<file path="config.mk">
export PLATFORM = sky130hd
export DESIGN_NAME = fu_alu_cdb
export DESIGN_NICKNAME = d
export VERILOG_FILES = /design/src/rtl/fu_alu_cdb.sv
export SDC_FILE = /design/constraint.sdc
export NUM_CORES = 1
export LEC_CHECK = 0
export CAP_MARGIN = 30
export CORE_MARGIN = 2
export CORE_UTILIZATION = 30
export CTS_CLUSTER_SIZE = 40
export DETAILED_ROUTE_END_ITERATION = 12
export GPL_ROUTABILITY_DRIVEN = 1
export SYNTH_ARGS = -nofsm -noshare
export SYNTH_HDL_FRONTEND = slang
export SYNTH_SLANG_ARGS = --single-unit
</file>
<file path="constraint.sdc">
create_clock -name clk -period 7.6 [get_ports clk]
set_clock_uncertainty 0.2 [all_clocks]
set_input_delay 1.52 -clock clk [delete_from_list [all_inputs] [get_ports clk]]
set_output_delay 1.52 -clock clk [all_outputs]
set_load 0.01 [all_outputs]
</file>
<file path="src/rtl/fu_alu_cdb.sv">
`default_nettype none
// ============================================================================
// Module      : fu_alu_cdb
// Description : 8-bit ALU functional unit. Takes issue pulses from the RS
//               chain, runs a LATENCY-stage execute pipe into a result FIFO
//               and broadcasts one result per cycle on the daisy-chained CDB.
// Revision    : 1.0 - initial release
// ============================================================================
module fu_alu_cdb #(
   parameter int LATENCY = 2,
   parameter int DEPTH   = 4
) (
   input  logic            clk,
   input  logic            rst,
   input  logic            futransmit,
   input  logic [7:0]      operandin,
   input  logic [7:0]      wbsin,
   input  logic [1:0][7:0] depvalsin,
   input  logic [7:0]      flagin,
   input  logic [7:0]      robidin,
   output logic            fubusyout,
   input  logic            cdbclaimedin,
   output logic            cdbclaimedout,
   output logic            cdbvalid,
   output logic [3:0]      cdbtag,
   output logic [7:0]      cdbval,
   output logic [7:0]      cdbwbs,
   output logic [7:0]      cdbrobid,
   output logic [7:0]      cdbflag
);

   localparam int              c_AW   = (DEPTH > 1) ? $clog2(DEPTH) : 1;
   localparam int              c_EW   = 26;
   localparam int              c_OW   = 16;
   localparam logic [c_AW:0]   c_FULL = (c_AW + 1)'(DEPTH);

   // Entry layout: {wbs[25:18], robid[17:10], val[9:2], carry[1], zero[0]}
   logic [8:0]      w_sum;
   logic [8:0]      w_dif;
   logic [7:0]      w_res;
   logic            w_carry;
   logic [c_EW-1:0] w_entry;
   logic            w_unused;

   always_comb begin
      w_sum   = {1'b0, depvalsin[0]} + {1'b0, depvalsin[1]} + {8'b0, flagin[0]};
      w_dif   = {1'b0, depvalsin[0]} - {1'b0, depvalsin[1]} - {8'b0, flagin[0]};
      w_res   = 8'd0;
      w_carry = 1'b0;
      case (operandin)
         8'd0: begin w_res = w_sum[7:0]; w_carry = w_sum[8]; end
         8'd1: begin w_res = w_dif[7:0]; w_carry = w_dif[8]; end
         8'd2: w_res = depvalsin[0] & depvalsin[1];
         8'd3: w_res = depvalsin[0] | depvalsin[1];
         8'd4: w_res = depvalsin[0] ^ depvalsin[1];
         8'd5: w_res = depvalsin[0] << depvalsin[1][2:0];
         8'd6: w_res = depvalsin[0] >> depvalsin[1][2:0];
         8'd7: w_res = depvalsin[0];
         default: ;
      endcase
   end

   assign w_entry  = {wbsin, robidin, w_res, w_carry, (w_res == 8'd0)};
   assign w_unused = ^flagin[7:1];

   // Busy as seen by the RS at the last edge; an issue against it is dropped.
   logic r_busy_q;
   logic w_accept;

   always_ff @(posedge clk or posedge rst) begin
      if (rst) r_busy_q <= 1'b0;
      else     r_busy_q <= fubusyout;
   end

   assign w_accept = futransmit & ~r_busy_q;

   logic            w_push;
   logic [c_EW-1:0] w_push_d;
   logic [c_OW-1:0] w_pipe_cnt;

   generate
      if (LATENCY > 1) begin : g_pipe
         logic [LATENCY-2:0] r_v;
         logic [c_EW-1:0]    r_d [LATENCY-1];

         always_ff @(posedge clk or posedge rst) begin
            if (rst) begin
               r_v <= '0;
            end else begin
               r_v[0] <= w_accept;
               for (int i = 1; i < LATENCY - 1; i++) r_v[i] <= r_v[i-1];
            end
         end

         always_ff @(posedge clk) begin
            r_d[0] <= w_entry;
            for (int i = 1; i < LATENCY - 1; i++) r_d[i] <= r_d[i-1];
         end

         always_comb begin
            w_pipe_cnt = '0;
            for (int i = 0; i < LATENCY - 1; i++) w_pipe_cnt = w_pipe_cnt + c_OW'(r_v[i]);
         end

         assign w_push   = r_v[LATENCY-2];
         assign w_push_d = r_d[LATENCY-2];
      end else begin : g_direct
         assign w_push     = w_accept;
         assign w_push_d   = w_entry;
         assign w_pipe_cnt = '0;
      end
   endgenerate

   logic [c_EW-1:0] r_mem [DEPTH];
   logic [c_AW-1:0] r_wp;
   logic [c_AW-1:0] r_rp;
   logic [c_AW:0]   r_cnt;
   logic            w_pop;
   logic            w_wr;
   logic [c_EW-1:0] w_head;
   logic [c_OW-1:0] w_occ;

   assign w_pop = (r_cnt != '0) && !cdbclaimedin;
   assign w_wr  = w_push && ((r_cnt != c_FULL) || w_pop);

   always_ff @(posedge clk or posedge rst) begin
      if (rst) begin
         r_wp  <= '0;
         r_rp  <= '0;
         r_cnt <= '0;
      end else begin
         if (w_wr)  r_wp <= r_wp + 1'b1;
         if (w_pop) r_rp <= r_rp + 1'b1;
         case ({w_wr, w_pop})
            2'b10:   r_cnt <= r_cnt + 1'b1;
            2'b01:   r_cnt <= r_cnt - 1'b1;
            default: r_cnt <= r_cnt;
         endcase
      end
   end

   always_ff @(posedge clk) begin
      if (w_wr) r_mem[r_wp] <= w_push_d;
   end

   // Counting the current issue covers the one-cycle lag before the RS sees busy.
   assign w_occ     = c_OW'(r_cnt) + w_pipe_cnt + c_OW'(futransmit);
   assign fubusyout = (w_occ >= c_OW'(DEPTH));

   assign w_head        = r_mem[r_rp];
   assign cdbvalid      = w_pop;
   assign cdbclaimedout = cdbclaimedin | w_pop;
   assign cdbtag        = w_pop ? w_head[13:10] : 4'd0;
   assign cdbval        = w_pop ? w_head[9:2]   : 8'd0;
   assign cdbwbs        = w_pop ? w_head[25:18] : 8'd0;
   assign cdbrobid      = w_pop ? w_head[17:10] : 8'd0;
   assign cdbflag       = w_pop ? {6'b0, w_head[1:0]} : 8'd0;

`ifndef SYNTHESIS
   always @(posedge clk) begin
      if (!rst) assert (!(futransmit && r_busy_q)) else $error("fu_alu_cdb: issue while busy");
   end
`endif

endmodule
`default_nettype wire

</file>
# After elaboration in Yosys (flattened, before gate mapping)
# Memories as Yosys holds them, arrays and structs flattened.
# Index checks and enable logic that the tools add are counted.
# totals
ramBits	130
latch_bits	0
mem_count	2
word_cells	54
romBits	0
input_bits	52
register_bits	9
out_inout_bits	39
# op_classes
n_eq_ne	10
n_reduce_logical	8
div_mod_pow	0
n_addsub	10
mul	0
shift	2
mux	10
bitwise	6
magnitude_cmp	1
# mem_list
name	depth	width	rd	rd_ports_with_merged_regs	wr	line_no	text
r_mem	4	26	1	0	1	114	logic [c_EW-1:0] r_mem [DEPTH];
g_pipe.r_d	1	26	1	0	1	84	logic [c_EW-1:0] r_d [LATENCY-1];
# op_table
op	count
8-bit case mux with 8 select lines	1
8-bit by 3-bit equality test with 1-bit output (second input constant)	4
8-bit 2-to-1 mux	3
8-bit by 2-bit equality test with 1-bit output (second input constant)	2
8-bit zero test	2
8-bit by 8-bit adder with 9-bit output	1
9-bit by 1-bit adder with 9-bit output	1
8-bit by 8-bit subtractor with 9-bit output	1
9-bit by 1-bit subtractor with 9-bit output	1
8-bit AND	1
8-bit by 1-bit equality test with 1-bit output (second input constant)	1
8-bit OR	1
8-bit by 3-bit left shift with 8-bit output	1
8-bit by 3-bit >> shifter with 8-bit output	1
8-bit bitwise XOR	1
3-bit case mux with 2 select lines	1
4-bit by 1-bit adder with 5-bit output	1
5-bit by 3-bit >= comparator with 1-bit output (second input constant)	1
2-bit by 1-bit adder with 2-bit output (second input constant)	2
3-bit by 1-bit adder with 4-bit output	1
4-bit 2-to-1 mux	1
3-bit by 1-bit adder with 3-bit output (second input constant)	1
3-bit != test (second input constant)	1
3-bit nonzero test	1
other kinds (13)	15

# Logic depth before layout (Yosys ltp)
# logic_depth
ltp_word	6
mapped_depth	14
depth_no_buf	13

# Worst setup path before layout
# OpenSTA, ideal clock, no wires.
# synth_path
kind	input-to-reg
startpoint	input port depvalsin[8] (netlist name)
endpoint	memory g_pipe.r_d[0][0]
setup_time_ps	88
t_arrival_ps	4713
n_path_buf	1
path_slack_ps	2599
t_required_ps	7312
stages	14
path_cell_list	buf_6 > inv_1 > fa_1 > inv_1 > ha_1 > or2_2 > fa_1 > o21a_1 > or3_1 > a32o_1 > nor2_1 > o211ai_1 > or4_1 > nor4_2
# synth_between
elab_chain_len	4
elab_cells_between_ends	11
cone_classes	4 x add/sub; 2 x shift; 1 x mux; 3 x bitwise; 1 x reduce/logical
# synth_lines
item	line_no	text
from (decl)	18	input logic [1:0][7:0] depvalsin,
8-bit by 8-bit subtractor with 9-bit output or 8-bit by 8-bit adder with 9-bit output (tied branches)	47, 46	
9-bit by 1-bit subtractor with 9-bit output or 9-bit by 1-bit adder with 9-bit output (tied branches)	47, 46	
8-bit case mux with 8 select lines (*)	50	case (operandin)
via w_entry[6]	42	logic [c_EW-1:0] w_entry;
8-bit zero test (*)	63	assign w_entry = {wbsin, robidin, w_res, w_carry, (w_res == 8'd0)};
via w_entry[0]	42	
to (decl)	84	
# Mark *: on every way through the listed nets, which the timed path passes. The rest lies on a longest branch.

# Worst setup path in the final report
# Ends and elaborated chain as after synthesis.

==> impl_metrics.py <==
metrics = {
    "run_status": {
        "status": "finished, final reports clean",
    },
    "sta": {
        "clock.fmax_mhz": 180,
        "fin_crit_sh_pct": 73.0,
        "relSlewSlack_pct": 37.7,
        "timing.hold.ws_ns": 0.200,
        "tightest_slew_ns": 0.932,
        "setup_viol": 0,
        "drv_slew": 0,
        "hold_violations": 0,
        "rsz0062_at_grt": "no",
        "fin_tns_setup_ns": 0,
        "min_period_ns": 5.55,
    },
    "clocking": {
        "cts_tree": "yes",
        "h-tree-depth": 4,
        "cts.sinks": 139,
        "clkTransAtPathRegs_ns": 0.06,
        "cts_made_buffers": 17,
        "cts_hold_buf": 0,
        "cts_max_path_buffers": 2,
        "clk_latency_ns": 0.41,
        "post_cts_resized": 0,
        "cts_setup_buffers": 0,
        "ctsRootBufferMaster": "clkbuf_16",
    },
    "grt": {
        "grt_overflow_total": 0,
        "antenna_found_initial": 0,
        "grt_pass1_vias": 4547,
        "grt_util_all_layers_pct": 13.0,
        "grt_pass1_wl_um": 24400,
        "grt_max_degree": 30,
    },
    "worst_setup_path": {
        "arrival_ns": 5.67,
        "rr_startpoint": "r_cnt[2]",
        "slowest_stage": "fa_1",
        "crit_type": "in -> reg",
        "critPathCaptureType": "flip-flop",
        "r2r_slack_ns": 4.82,
        "reg2reg_depth": 7,
        "timing.rr.end": "r_cnt[2]",
        "crit_fanout": 20,
        "cp.required_ns": 7.72,
        "path_cells": "clkdlybuf4s50_1, buf_4, inv_1, fa_1, inv_1, ha_1, or2_2, fa_1, o21a_1, or3_1, a32o_1, nor2_1, o211ai_1, or4_1, nor4_2",
        "slowest_delay_ns": 0.58,
        "start_kind": "primary input",
    },
    "die": {
        "dieArea_um2": 24200,
        "ios": 91,
        "core_um2": 22600,
        "start_util_pct": 30.5,
        "rows": 55,
        "die_h_um": 156,
        "die_w_um": 156,
    },
    "drt": {
        "wl_per_cell_um": 17.3,
        "drt_pre_antenna_iters": 5,
        "drtIter0Drc": 296,
        "vias": 4420,
        "vias_per_cell": 4.97,
        "postRouteAntennaNets": 0,
        "wirelength_um": 15400,
        "drc": 0,
    },
    "hold_path": {
        "whs_path_depth": 1,
        "worstHoldPathType": "reg -> reg",
        "min_to": "g_pipe.r_v",
        "min_from": "r_busy_q",
    },
    "cells_and_area": {
        "drive_gt1_share_pct": 14.2,
        "instances_no_fill": 890,
        "fin_util_pct": 38.0,
        "nFillCells": 2151,
        "area_growth_pct": 24.4,
        "layout.nets": 685,
        "seq_area_um2": 3870,
        "multi_input_area_um2": 2750,
        "n_antenna_cell": 0,
    },
    "synthesis": {
        "synth_top_cells_by_area": "edfxtp_1 45%, mux4_2 9.2%, dfxtp_1 7.6%, ha_1 6.5%, dfrtp_1 3.3%",
        "yosysTopAreaCell": "edfxtp_1",
        "yosysSeqAreaShare_pct": 56.2,
        "async_flop_share_pct": 6.47,
        "synth_top_cell_area_share_pct": 45.3,
        "synth_edf_count": 104,
        "ys_top_cells_by_count": "104 x edfxtp_1, 36 x ha_1, 33 x and2_1, 33 x inv_1, 28 x mux4_2",
        "yosysWarnings": 0,
        "syn_area_per_cell_um2": 13.5,
        "yosysUniqueCellTypes": 66,
        "ys.flop_type": "edfxtp_1",
        "synth_cells": 511,
        "synth_seq_cells": 139,
        "post-synth-top-count-cell": "edfxtp_1",
        "syn_area_um2": 6890,
    },
    "flow_run": {
        "max_cap_violations": 0,
    },
    "placed_design": {
        "hpwl_um": 10800,
        "gp_congestion": 0.923,
        "portBuffers": 77,
        "placed_cells": 858,
    },
    "power": {
        "pwr-share-clk_pct": 33.5,
        "p_per_area_nw_per_um2": 289,
        "irDropWorstVdd_mv": 0.154,
        "combPwrFrac_pct": 27.3,
        "seqPwrFrac_pct": 39.2,
        "swShare_pct": 27.3,
        "p_leak_nw": 3.16,
        "net-switching-power_uw": 676,
        "p_int_mw": 1.80,
        "finalPower_mw": 2.48,
    },
}
power by group through the flow:
stage                     Combinational (mW)  Clock (mW)  Sequential, mW
after floorplan                        0.464           0           0.947
after detailed placement               0.687           0           0.990
after global routing                   0.742       0.879           0.985
after CTS                              0.690       0.845           0.975
after global placement                 0.641           0            1.01
final                                  0.675       0.830           0.971
through the flow:
stage,worst slack [ns],instance area (um^2)
after global routing,1.86,8570
after floorplan,2.60,6910
after CTS,2.06,8570
after detailed placement,1.62,7960
final,2.05,8570
after global placement,1.63,7930
per-layer routing:
metal	part of all wire, %	vias up	track usage (%)
li1	-	2070	-
met3	4.9	23	2.78
met2	50	147	22.6
met4	1.3	0	4.02
met5	0	-	0
met1	44	2180	16.3
layout make-up:
class	count	area share, %
clock buffers	17	4.96
clock inverters	15	2.19
inverters	34	1.49
multi-input cells	313	32.1
flip-flops and latches	139	45.1
well taps	285	4.16
repair buffers	87	9.98
critical path, delay by kind of cell:
| kind | cells | cell delay (ns) |
|---|---|---|
| compound gates | 3 | 0.60 |
| buf+inv | 4 | 0.98 |
| fa+ha+maj | 3 | 1.17 |
| simple gates | 5 | 1.39 |
layout by cell type, fill, tap and decap left out, types with 8 or more instances in the layout:
cell type / n
edfxtp_1: 104
clkdlybuf4s50_1: 77
ha_1: 36
inv_1: 33
and2_1: 33
mux4_2: 28
nand2_1: 27
dfxtp_1: 26
nor2_1: 20
a21oi_1: 17
clkbuf_16: 17
nand3_1: 13
o21ai_0: 12
xnor2_1: 10
nor2b_1: 8
dfrtp_1: 8
buf_4: 8
registers in the layout (all words and copies together), names as in the netlist:
| register | cells |
|---|---|
| r_cnt | 3 |
| g_pipe.r_d | 26 |
| r_mem | 104 |
| r_rp | 2 |
| g_pipe.r_v | 1 |
| r_busy_q | 1 |
| r_wp | 2 |
logic make-up (layout without fill, tap and decap cells):
| kind of cell | count (synthesis) | after routing | share of synthesized area, % |
|---|---|---|---|
| other cells | 1 | 6 | 0.0544 |
| mux | 40 | 40 | 11.3 |
| compound gates | 82 | 82 | 8.17 |
| xor+xnor | 13 | 13 | 1.65 |
| buf+inv | 64 | 153 | 4.40 |
| flops | 139 | 139 | 56.2 |
| fa+ha+maj | 41 | 41 | 7.99 |
| simple gates | 131 | 131 | 10.2 |
worst max-delay path by stage:
| stage | from | endpoint | cells past startpoint |
|---|---|---|---|
| 2_1_floorplan | depvalsin[8] | g_pipe.r_d[0][0] | 14 |
| 6_report | depvalsin[8] | g_pipe.r_d[0][0] | 15 |
| 3_3_place_gp | depvalsin[8] | g_pipe.r_d[0][0] | 15 |
| 4_1_cts | cdbclaimedin | cdbval[2] | 5 |
| 5_1_grt | depvalsin[8] | g_pipe.r_d[0][0] | 15 |
| 3_5_place_dp | depvalsin[8] | g_pipe.r_d[0][0] | 15 |
(Power assumes the default switching activity.)
==> variant 1 (same flow settings) <==
Put a register stage on the outputs `cdbclaimedout`, `cdbvalid`, `cdbtag`, `cdbval`, `cdbwbs`, `cdbrobid` and `cdbflag`, without a reset. The values now appear one clock later. The other outputs are not delayed to match.
--- a/src/rtl/fu_alu_cdb.sv
+++ b/src/rtl/fu_alu_cdb.sv
@@ -148,13 +148,15 @@
    assign fubusyout = (w_occ >= c_OW'(DEPTH));
 
    assign w_head        = r_mem[r_rp];
-   assign cdbvalid      = w_pop;
-   assign cdbclaimedout = cdbclaimedin | w_pop;
-   assign cdbtag        = w_pop ? w_head[13:10] : 4'd0;
-   assign cdbval        = w_pop ? w_head[9:2]   : 8'd0;
-   assign cdbwbs        = w_pop ? w_head[25:18] : 8'd0;
-   assign cdbrobid      = w_pop ? w_head[17:10] : 8'd0;
-   assign cdbflag       = w_pop ? {6'b0, w_head[1:0]} : 8'd0;
+   always_ff @(posedge clk) begin
+      cdbclaimedout <= cdbclaimedin | w_pop;
+      cdbvalid      <= w_pop;
+      cdbtag        <= w_pop ? w_head[13:10] : 4'd0;
+      cdbval        <= w_pop ? w_head[9:2]   : 8'd0;
+      cdbwbs        <= w_pop ? w_head[25:18] : 8'd0;
+      cdbrobid      <= w_pop ? w_head[17:10] : 8'd0;
+      cdbflag       <= w_pop ? {6'b0, w_head[1:0]} : 8'd0;
+   end
 
 `ifndef SYNTHESIS
    always @(posedge clk) begin
Function: changed (Yosys sat finds a counterexample within 4 cycles, from zero or initial values and one cycle with rst high).
==> variant 1 against the unedited design <==
Area after synthesis grew 8.6%. First-iteration DRC count grew 14%. Sequential cell count grew 28. Power is 9.0% higher. Highest routed layer unchanged. Cell area up 7.0%. Die area rose by 8.4%. Critical path depth unchanged. Setup slack better by 0.11 ns. Routed wire length down 5.9%.
==> variant 1: results (changes against the unedited design) <==
finalNonFillerCells: 961  # +8.0%
pre_cts_slack_ns: 1.70  # +0.0799 ns
synth_area_leaders: "edfxtp_1 42%, dfxtp_1 14%, mux4_2 8.1%"
nets: 717  # +4.7%
grt_max_degree: 35  # +17%
run_status: "complete, no violations"
wirelength_mm: 14.5  # -5.9%
p_sw_share_pct: 25.7  # -1.7 points
synth_cell_types: 58  # -12%
async_reset_ff_share_pct: 5.39  # -1.1 points
grt_pass1_wl_mm: 23.0  # -5.9%
p_leak_nw: 3.41  # +8.0%
drtIter0Drc: 337  # +14%
finalWeightedCongestion: 0.812  # -12%
yosysSeqAreaShare_pct: 59.2  # +3.0 points
rr_startpoint: "r_cnt[2]"
final_area_um2: 9180  # +7.0%
place_area_um2: 8580  # +7.8%
ir_drop_mv: 0.167  # +7.8%
whs_ns: 0.198  # -0.00248 ns
period_share_pct: 71.6  # -1.4 points
syn_avg_cell_area_um2: 13.7  # +1.3%
arrival_ns: 5.57  # -0.10 ns
slew_headroom_pct: 46.0  # +8.3 points
synth_commonest_cells: "104 x edfxtp_1, 54 x dfxtp_1, 36 x ha_1, 33 x inv_1, 31 x and2_1"
dp.cells: 929  # +8.3%
hpwlAfterDp_mm: 9.80  # -9.0%
reg2reg_slack_ns: 4.84  # +0.02 ns
firstDrtPassIters: 4  # -1
groute.usage.overall_pct: 11.3  # -1.7 points
nFillCells: 2348  # +9.2%
top_regs: "r_mem x104, g_pipe.r_d x26"
grt_pass1_vias: 4345  # -4.4%
via_per_inst: 4.59  # -7.5%
drive_gt1_share_pct: 11.8  # -2.4 points
variant 1: cell count changes in the layout (fill, tap and decap cells not counted), moves of 6 or more:
cell / delta
dfxtp_1: +28
mux2i_1: +10
nand2_1: -8
nand2b_1: +6
nor2_1: +10
variant 1: cells by family (layout without fill, tap and decap cells):
logic type,after synthesis,in the layout,share of synthesized area (%)
XOR/XNOR,15,15,1.76
AND/OR/NAND/NOR,125,125,9.24
buffers and inverters,69,153,4.18
other,1,6,0.0501
adder cells (fa/ha/maj),41,41,7.36
multiplexers,48,48,11.0
AO/OA/AOI/OAI,82,82,7.22
flip-flops,167,167,59.2
variant 1: how the worst max path moves through the flow:
stage / to / slack, ns / depth (start not counted)
5_1_grt: g_pipe.r_d[0][0] / 1.91 / 15
6_report: g_pipe.r_d[0][0] / 2.16 / 15
4_1_cts: g_pipe.r_d[0][0] / 2.13 / 15
3_5_place_dp: g_pipe.r_d[0][0] / 1.70 / 15
2_1_floorplan: g_pipe.r_d[0][0] / 2.43 / 15
3_3_place_gp: g_pipe.r_d[0][0] / 1.77 / 15
variant 1: area by class of cell:
class                           count  share of cell area, %
Clock inverter                      6                  0.682
Tap cell                          324                   4.42
Timing Repair Buffer               86                   9.27
Inverter                           35                   1.43
Sequential cell                   167                   48.3
Multi-Input combinational cell    317                   30.1
Clock buffer                       26                   5.81
variant 1: routing by layer:
metal	global-route usage [%]	share of wire, %
met2	18.8	48
met5	0	0
met1	15.0	46
met4	3.26	1.1
met3	2.25	5.0
variant 1: worst max-delay path, stage by stage:
cell and delay [ns]:
clkdlybuf4s50_1 0.46, buf_4 0.27, inv_1 0.17, fa_1 0.57, inv_1 0.05, ha_1 0.19
or2_2 0.30, fa_1 0.42, o21a_1 0.23, or3_1 0.31, nand3_1 0.09, o211ai_1 0.09
a211o_1 0.31, nor4b_1 0.34, nor4b_2 0.23
variant 1: power groups by stage:
stage	Combinational, mW	Clock, mW	Sequential, mW
6_report	0.690	0.832	1.18
5_1_grt	0.758	0.890	1.19
4_1_cts	0.708	0.854	1.18
3_5_place_dp	0.707	0	1.20
3_3_place_gp	0.653	0	1.23
2_1_floorplan	0.440	0	1.19
==> variant 2 (config.mk and constraints unchanged) <==
Without the edit above. The parameter `DEPTH` goes from 4 to 8.
--- a/src/rtl/fu_alu_cdb.sv
+++ b/src/rtl/fu_alu_cdb.sv
@@ -8,7 +8,7 @@
 // ============================================================================
 module fu_alu_cdb #(
    parameter int LATENCY = 2,
-   parameter int DEPTH   = 4
+   parameter int DEPTH   = 8
 ) (
    input  logic            clk,
    input  logic            rst,
Check against the original RTL: not equivalent (a bounded check fails within 4 cycles, from zero or initial values and one cycle with rst high).
==> variant 2 against the unedited design <==
Routed wire length grew 48%. Via count grew 39%. Sequential cell count grew 107. Power grew 67%. Area after synthesis grew 61%. First-iteration DRC count grew 71%. Count of clock-buffer cells in the layout grew 18. Worst hold slack gained 0.0018 ns. Cell area grew 55%. Setup slack gained 0.25 ns. Critical path type is now in -> out. Largest cell class unchanged. Highest routed layer unchanged.
==> variant 2: results (changes against the unedited design) <==
run_status: "complete, no violations"
n_all_inverters: 35  # +2.9%
multiInputGateArea_um2: 3720  # +35%
seq_area_um2: 7070  # +83%
syn_inst: 695  # +36%
finalWeightedCongestion: 0.854  # -7.6%
synth_ff_type: "edfxtp_1"
slowest_delay_ns: 0.62  # +0.04 ns
grt_max_degree: 55  # +83%
dp.cells: 1217  # +42%
endpoint: "cdbflag[0]"
drive_gt1_share_pct: 16.2  # +2.0 points
nonClkBufAreaFrac_pct: 6.76  # -3.2 points
cp_slowest_cell: "or2_2"
htree_num_levels: 1  # -3
whs_ns: 0.202  # +0.00184 ns
top_regs: "r_mem x208, g_pipe.r_d x26, r_cnt x4"
p_leak_nw: 4.65  # +47%
nets: 870  # +27%
grt_pass1_vias: 6110  # +34%
syn_area_um2: 11100  # +61%
pre_cts_slack_ns: 1.98  # +0.353 ns
arrival_ns: 3.58  # -2.09 ns
async_reset_ff_share_pct: 4.88  # -1.6 points
area_growth_pct: 19.6
synth_edf_count: 208  # +100%
p_sw_share_pct: 28.0  # +0.69 points
ir_drop_mv: 0.146  # -5.2%
clk_latency_ns: 0.52  # +0.11 ns
cp_top_family: "buffers and inverters"
drtIter0Drc: 505  # +71%
cp_max_fo: 29  # +45%
place_area_um2: 12400  # +56%
reg2reg_slack_ns: 4.19  # -0.63 ns
hpwlAfterDp_mm: 13.7  # +27%
power.total_mw: 4.13  # +67%
reg2reg_to: "r_cnt[3]"
numCtsBuffers: 25  # +8
synth_area_leaders: "edfxtp_1 56%, mux4_2 12%, dfxtp_1 4.7%"
multi_input_gates: 377  # +20%
nClkBuffers: 35  # +18
groute.usage.overall_pct: 11.9  # -1.1 points
signal_buffers: 91  # +4.6%
synth_commonest_cells: "208 x edfxtp_1, 58 x mux4_2, 52 x nor2_1, 36 x ha_1, 35 x inv_1"
clock_area_share_pct: 6.42  # -0.74 points
slew_headroom_pct: 38.9  # +1.2 points
nFillCells: 3462  # +61%
synth_cell_types: 57  # -14%
rr_startpoint: "r_cnt[1]"
variant 2: metal layers:
metal / global-route usage, % / up-vias / part of all wire (%) / wire length (um)
li1: - / 2846 / - / -
met1: 16.4 / 3136 / 45 / 10400
met2: 19.7 / 141 / 48 / 10900
met3: 1.87 / 30 / 5.1 / 1160
met4: 2.81 / 0 / 1.5 / 344
met5: 0 / - / 0 / 0
variant 2: logic make-up (layout without fill, tap and decap cells):
family / after synthesis / after routing / share of synthesized area, %
other cells: 1 / 6 / 0.0338
mux: 96 / 96 / 15.8
compound gates: 72 / 72 / 4.50
simple gates: 143 / 143 / 6.27
xor+xnor: 18 / 18 / 1.42
flops: 246 / 246 / 63.7
buf+inv: 77 / 172 / 3.09
fa+ha+maj: 42 / 42 / 5.15
